### src/rtl/mmio_pkg.sv
// Shared address-decode and status-layout definitions for the MMIO data-memory stage.
package mmio_pkg;
  localparam int MMIO_BASE = 31;

  typedef enum logic [1:0] {
    TXDATA = 2'b00,
    STATUS = 2'b01,
    CYCLE  = 2'b10,
    RSVD   = 2'b11
  } mmio_sel_e;

  localparam int OVF_BIT   = 9;
  localparam int FULL_BIT  = 8;
  localparam int COUNT_MSB = 7;
endpackage

### src/rtl/byte_fifo.sv
// Byte ring buffer with occupancy count; storage is unreset, so clearing count discards contents.
module byte_fifo #(
  parameter int DEPTH = 8,
  localparam int AW = $clog2(DEPTH)
) (
  input  logic          clk,
  input  logic          reset,
  input  logic          push,
  input  logic [7:0]    din,
  input  logic          pop,
  output logic [7:0]    dout,
  output logic [AW:0]   count,
  output logic          full,
  output logic          empty,
  output logic          overflow_evt
);
  logic [7:0]    mem [DEPTH];
  logic [AW-1:0] rd_ptr, wr_ptr;
  logic          do_push, do_pop;

  assign empty        = (count == '0);
  assign full         = (count == (AW+1)'(DEPTH));
  assign do_pop       = pop & ~empty;
  // A pop on the same edge frees the slot, so a push into a full FIFO is still accepted.
  assign do_push      = push & (~full | do_pop);
  assign overflow_evt = push & ~do_push;
  assign dout         = mem[rd_ptr];

  always_ff @(posedge clk)
    if (do_push) mem[wr_ptr] <= din;

  always_ff @(posedge clk or posedge reset) begin
    if (reset) begin
      rd_ptr <= '0;
      wr_ptr <= '0;
      count  <= '0;
    end else begin
      if (do_push) wr_ptr <= wr_ptr + AW'(1);
      if (do_pop)  rd_ptr <= rd_ptr + AW'(1);
      if (do_push != do_pop)
        count <= do_push ? count + (AW+1)'(1) : count - (AW+1)'(1);
    end
  end
endmodule

### src/rtl/mmio_dmem.sv
// Core data memory: word RAM below 0x80000000, TX FIFO / status / cycle counter above.
module mmio_dmem
  import mmio_pkg::*;
#(
  parameter int RAM_WORDS  = 64,
  parameter int FIFO_DEPTH = 8
) (
  input  logic        clk,
  input  logic        reset,
  input  logic        we,
  input  logic [31:0] a,
  input  logic [31:0] wd,
  output logic [31:0] rd,
  output logic [7:0]  tx_data,
  output logic        tx_valid,
  input  logic        tx_ready
);
  localparam int IW = $clog2(RAM_WORDS);
  localparam int CW = $clog2(FIFO_DEPTH) + 1;

  logic [31:0]   ram [RAM_WORDS];
  logic [IW-1:0] idx;
  logic          mmio;
  mmio_sel_e     sel;
  logic          push, stat_wr, cyc_wr;
  logic [CW-1:0] count;
  logic          full, empty, ovf_evt, overflow;
  logic [31:0]   cycle, status;

  assign idx  = a[IW+1:2];
  assign mmio = a[MMIO_BASE];
  assign sel  = mmio_sel_e'(a[3:2]);

  // Upper RAM index bits alias; byte offset is ignored.
  logic unused_addr;
  assign unused_addr = &{1'b0, a[30:IW+2], a[1:0]};

  assign push    = we & mmio & (sel == TXDATA);
  assign stat_wr = we & mmio & (sel == STATUS);
  assign cyc_wr  = we & mmio & (sel == CYCLE);

  byte_fifo #(.DEPTH(FIFO_DEPTH)) u_fifo (
    .clk          (clk),
    .reset        (reset),
    .push         (push),
    .din          (wd[7:0]),
    .pop          (tx_valid & tx_ready),
    .dout         (tx_data),
    .count        (count),
    .full         (full),
    .empty        (empty),
    .overflow_evt (ovf_evt)
  );

  assign tx_valid = ~empty;

  always_ff @(posedge clk)
    if (we && !mmio) ram[idx] <= wd;

  always_ff @(posedge clk or posedge reset) begin
    if (reset) begin
      cycle    <= '0;
      overflow <= 1'b0;
    end else begin
      cycle <= cyc_wr ? wd : cycle + 32'd1;
      // A dropped byte on the clearing edge must not be lost from the sticky flag.
      if (ovf_evt)      overflow <= 1'b1;
      else if (stat_wr) overflow <= 1'b0;
    end
  end

  always_comb begin
    status                = '0;
    status[OVF_BIT]       = overflow;
    status[FULL_BIT]      = full;
    status[COUNT_MSB:0]   = 8'(count);
  end

  always_comb begin
    rd = '0;
    if (!mmio) rd = ram[idx];
    else begin
      case (sel)
        STATUS:  rd = status;
        CYCLE:   rd = cycle;
        default: rd = '0;
      endcase
    end
  end
endmodule
### config.mk
export PLATFORM = sky130hd
export DESIGN_NAME = mmio_dmem
export DESIGN_NICKNAME = d
export VERILOG_FILES = /design/src/rtl/mmio_pkg.sv /design/src/rtl/byte_fifo.sv /design/src/rtl/mmio_dmem.sv
export SDC_FILE = /design/constraint.sdc
export NUM_CORES = 2
export LEC_CHECK = 0
export ABC_CLOCK_PERIOD_IN_PS = 4800
export BUFFER_PORTS_ARGS = -buffer_cell sky130_fd_sc_hd__buf_2
export CORE_MARGIN = 2
export CORE_UTILIZATION = 40
export DETAILED_ROUTE_END_ITERATION = 12
export SYNTH_ARGS = -nofsm -noshare
export SYNTH_HDL_FRONTEND = slang
export SYNTH_SLANG_ARGS = --single-unit
export TNS_END_PERCENT = 5
### constraint.sdc
create_clock -name clk -period 4.8 [get_ports clk]
set_input_delay 0.24 -clock clk [delete_from_list [all_inputs] [get_ports clk]]
set_output_delay 0.24 -clock clk [all_outputs]
set_load 0.005 [all_outputs]
# Yosys cells after proc, flatten, opt, wreduce, memory -nomap -nowiden
# Memory sizes are Yosys's and may differ from the RTL's.
# Index checks and enable logic that the tools add are counted.
# word_totals
register_bits,43
mem_bits_rw,2112
n_memories,2
# mem_list
name,depth,width,rd,rd_ports_with_merged_regs,write_ports,line,source
ram,64,32,1,0,1,mmio_dmem.sv:21,logic [31:0] ram [RAM_WORDS];
u_fifo.mem,8,8,1,0,1,byte_fifo.sv:17,logic [7:0] mem [DEPTH];
# op_classes
addsub,5
eq_ne,4
n_mux,10
n_bitwise,12
reduce_logical,5
# op_table
operator,count
$mux 32,2
$pmux 32 s2,1
$add 32x1->32 const B,1
$and 1x1->1,8
$add 3x1->3 const B,2
$mux 1,6
$add 4x1->4 const B,1
$eq 4x4->1 const B,1
$logic_not 4->1,1
$mux 4,1
$sub 4x1->4 const B,1
$not 1->1,3
$eq 2x1->1 const B,1
$eq 2x2->1 const B,1
$logic_not 2->1,1
$reduce_bool 2->1,1
$logic_and 1x1->1,1
$logic_not 1->1,1
$ne 1x1->1,1
$or 1x1->1,1

# Logic depth before layout (Yosys ltp)
# depth
depth_word,9
ltp_mapped,17

# Hierarchy
# From an unflattened synthesis, not the netlist that was laid out.
# unflattened
hier_cells,4652
hier_area_um2,84334.6
# by_module_without_submodules
module,instances,cells_each,area_each_um2,seq_area_each_um2
mmio_dmem,1,4491,81251.7,62324.8
byte_fifo,1,161,3083.0,2172.1

# Worst setup path after synthesis
# No wires, ideal clock.
# synth_path
path_type,input to register
from,input port a[3]
to,"memory ram[12][0], enable pin"
setup_ps,421
arrival_time_ps,2799
t_required_ps,4379
setup_slack_ps,1580
path_stages,7
n_path_buf,3
path_cell_list,buf_4 or2_2 clkbuf_1 nor2_1 buf_2 nand2_1 nor2_1
# synth_rtl
element,line,source
"start, declared",mmio_dmem.sv:11,"input logic [31:0] a,"
"end, declared",mmio_dmem.sv:21,
# Straight into the memory's write port.

# Final worst setup path
# layout_path
from,input port a[4]
to,output port rd[13]
# layout_between
elab_chain_len,2
# layout_rtl
element,line,source
$mem_v2 64x32,-,
$mux 32,mmio_dmem.sv:81,if (!mmio) rd = ram[idx];
"end, declared",mmio_dmem.sv:13,"output logic [31:0] rd,"
# No other way between the ends.

==> results.cfg <==
[critical_path]
cp_num_cells = 9
cp_slowest_cell = a22oi_1
critPathKind = in -> out
cp_max_fo = 60
cp-start-kind = input pin
end_kind = output port
required_ns = 4.56
path_delay_family = compound AO/OA/AOI/OAI gates
slowest_delay_ns = 0.57
crit_chain = buf_8 -> buf_4 -> mux2_2 -> a221o_1 -> a22oi_1 -> o22ai_1 -> a221oi_1 -> a32oi_1 -> buf_2
ff2ff_path_depth = 11
cp_num_buf_inv = 3
crit_arrival_ns = 3.71

[global_route]
antenna_found_initial = 20
grt_usage_pct = 26.09
grt_pass1_vias = 47687
grt_overflow = 0
grt_max_degree = 74
grt_pass1_wl_um = 390700

[clock_tree]
post_cts_buffers = 0
clkTransAtPathRegs_ns = 0.06
cts_buffer_depth = 3
worstSkewPairLatency_ns = 0.88
cts_made_buffers = 211
cts_sinks = 2155
hold_buffers = 12
cts_max_level = 4
cts_resized = 0
clockRootBuffer = clkbuf_16
cts_tree = yes

[finish]
layout.nets = 5098
design_area_mm2 = 0.09736
fin_cells = 8013
fin_util_pct = 46.46
areaGrowthSynthToFinish_pct = 15.54
drive_gt1_share_pct = 22.63
num-fill-cells = 17733

[logic_synthesis]
synth_top_family_by_area = multiplexers
netlist_instances = 4671
synth_xor_area_share_pct = 0.3742
synth_top_flop_cell = edfxtp_1
synth_fa_ha_area_share_pct = 0.1425
synth-simple-area-share_pct = 2.737
synth-edff-count = 2112
synth-async-reset-ratio_pct = 1.995
ys_warn_count = 0
synth_cell_type_count = 76
ys_seq_area_share_pct = 76.54
synth_area_mm2 = 0.08426
synth.largest_area_cell = edfxtp_1
synth_compound_area_share_pct = 8.911
synth_area_per_cell_um2 = 18.04
syn_nets = 4748
synth-seq-cells = 2155
synthTopCellsByArea = edfxtp_1, mux4_2, mux2i_1
netlist.area_leader.share_pct = 75.27
synth_mux_area_share_pct = 9.230

[drt]
drc_errors = 0
vias_per_cell = 6.237
post_drt_wl_per_cell_um = 35.78
first_pass_iters = 6
detail-route-antenna-nets = 0
num_vias = 49977
dr.first_iter.drc_count = 7487
routed_wl_um = 286700

[sta]
fin_crit_ns = 3.954
min_period_over_period_pct = 82.37
drv_slew = 0
final.setup.tns_ns = 0
worst_pin_slew_ns = 1.335
finClkSkew_ns = 0.02045
slew_headroom_pct = 11.01
finalHoldViolations = 0
hold-worst-slack_ns = 0.03879
rsz0062_at_grt = false
setup_viol = 0
clock.fmax_mhz = 252.9

[placed_design]
gp_congestion = 0.9148
place_hpwl_um = 171800
place.port_buffers = 83
post_dp_cell_area_mm2 = 0.09053
dp.cells = 7601

[min_path]
holdPathStages = 5
hold_class = in -> reg

[job]
maxCapViolations = 0

[status]
outcome = complete, no violations

[floorplan]
die_h_um = 463.0
row_count = 168
start_util_pct = 40.21
core_mm2 = 0.2096
fp.dieW_um = 463.0
dieArea_mm2 = 0.2143
top_level_ports = 109

[pwr]
cellPowerDensity_mw_per_mm2 = 415.1
p_leak_nw = 31.22
vdd_ir_drop_max_v = 0.0003890
metrics by stage:
stage	power [mW]	setup WS (ns)
3_5_place_dp	24.59	0.9396
2_1_floorplan	22.97	1.580
3_3_place_gp	24.55	0.9323
5_1_grt	41.42	0.7654
4_1_cts	40.48	0.9304
6_report	40.41	0.8465
kinds of logic (layout without fill, tap and decap cells):
kind of cell	count (synthesis)	in the layout
flip-flops	2155	2155
other	0	12
adder cells (fa/ha/maj)	9	9
buffers and inverters	332	857
XOR/XNOR	36	36
AO/OA/AOI/OAI	1035	1035
multiplexers	581	581
AND/OR/NAND/NOR	523	523
sequential cells by signal, summed over array words and instances (netlist names):
register / cells
ram: 2048
cycle: 32
overflow: 1
u_fifo.wr_ptr: 3
u_fifo.count: 4
u_fifo.mem: 64
u_fifo.rd_ptr: 3
area by class of cell:
type | count | area, um2 | share of cell area (%)
diodes | 12 | 30.03 | 0.03084
clock buffers | 249 | 5497 | 5.646
clock inverters | 139 | 1181 | 1.213
inverters | 9 | 43.79 | 0.04498
multi-input cells | 2184 | 18610 | 19.11
flip-flops and latches | 2155 | 64500 | 66.25
well taps | 2805 | 3510 | 3.605
repair buffers | 460 | 3994 | 4.102
routing by layer:
| metal | vias up | wire, um | track usage, % |
|---|---|---|---|
| li1 | 19933 | - | - |
| met1 | 26073 | 109400 | 35.33 |
| met2 | 3393 | 131000 | 40.11 |
| met3 | 570 | 32450 | 6.296 |
| met4 | 8 | 13750 | 11.51 |
| met5 | - | 55 | 0 |
synth_stat cells, types with 44 or more instances:
master and count:
a221oi_1 218, nor2_1 209, clkbuf_1 99, a221o_1 44, mux4_2 131, a22oi_1 146
edfxtp_1 2112, mux2i_1 243, mux2_2 201, buf_4 48, a21oi_1 163, buf_2 138
o22ai_1 85, o21ai_0 144, nand2_1 175
path summary, 6_finish.rpt:
| kind | from | end | slack, ns |
|---|---|---|---|
| max in group asynchronous | reset | cycle[25] | 4.21 |
| worst max register to register | u_fifo.count[1] | u_fifo.count[3] | 1.79 |
| worst min-delay path | a[31] | u_fifo.count[3] | 0.04 |
| worst max-delay path | a[4] | rd[13] | 0.85 |
| worst min register to register | cycle[0] | cycle[0] | 0.56 |
| min in group asynchronous | reset | cycle[4] | 0.09 |
worst register-to-register path: cells and delay by family, from the launching register on:
family	cells	cell delay (ns)
flip-flops	1	0.44
buffers and inverters	1	0.24
AND/OR/NAND/NOR	5	1.26
adder cells (fa/ha/maj)	1	0.29
AO/OA/AOI/OAI	4	0.66
power by group:
part | switching, mW | total, mW | internal, mW
clock | 7.21 | 16.2 | 8.94
combinational | 2.02 | 3.11 | 1.09
sequential | 0.300 | 21.2 | 20.9
total | 9.53 | 40.4 | 30.9
placed cells by master (no fill, tap or decap), types with 21 or more instances in the layout:
| master | count |
|---|---|
| a221o_1 | 44 |
| clkbuf_16 | 214 |
| nand3_1 | 29 |
| clkbuf_1 | 34 |
| clkinv_1 | 60 |
| mux4_2 | 131 |
| buf_4 | 310 |
| clkinv_2 | 44 |
| nor2_1 | 142 |
| mux2i_1 | 243 |
| nand2_1 | 174 |
| a22oi_1 | 146 |
| a22o_1 | 41 |
| mux2_2 | 201 |
| dfrtp_1 | 43 |
| a21oi_1 | 163 |
| a32oi_1 | 21 |
| o21ai_0 | 144 |
| o22ai_1 | 85 |
| a221oi_1 | 218 |
| xnor2_1 | 21 |
| nor2_4 | 67 |
| o2bb2ai_1 | 23 |
| buf_12 | 55 |
| buf_2 | 80 |
| and3_1 | 24 |
| a211oi_1 | 21 |
| edfxtp_1 | 2112 |
Power figures use the tool's default switching activity.
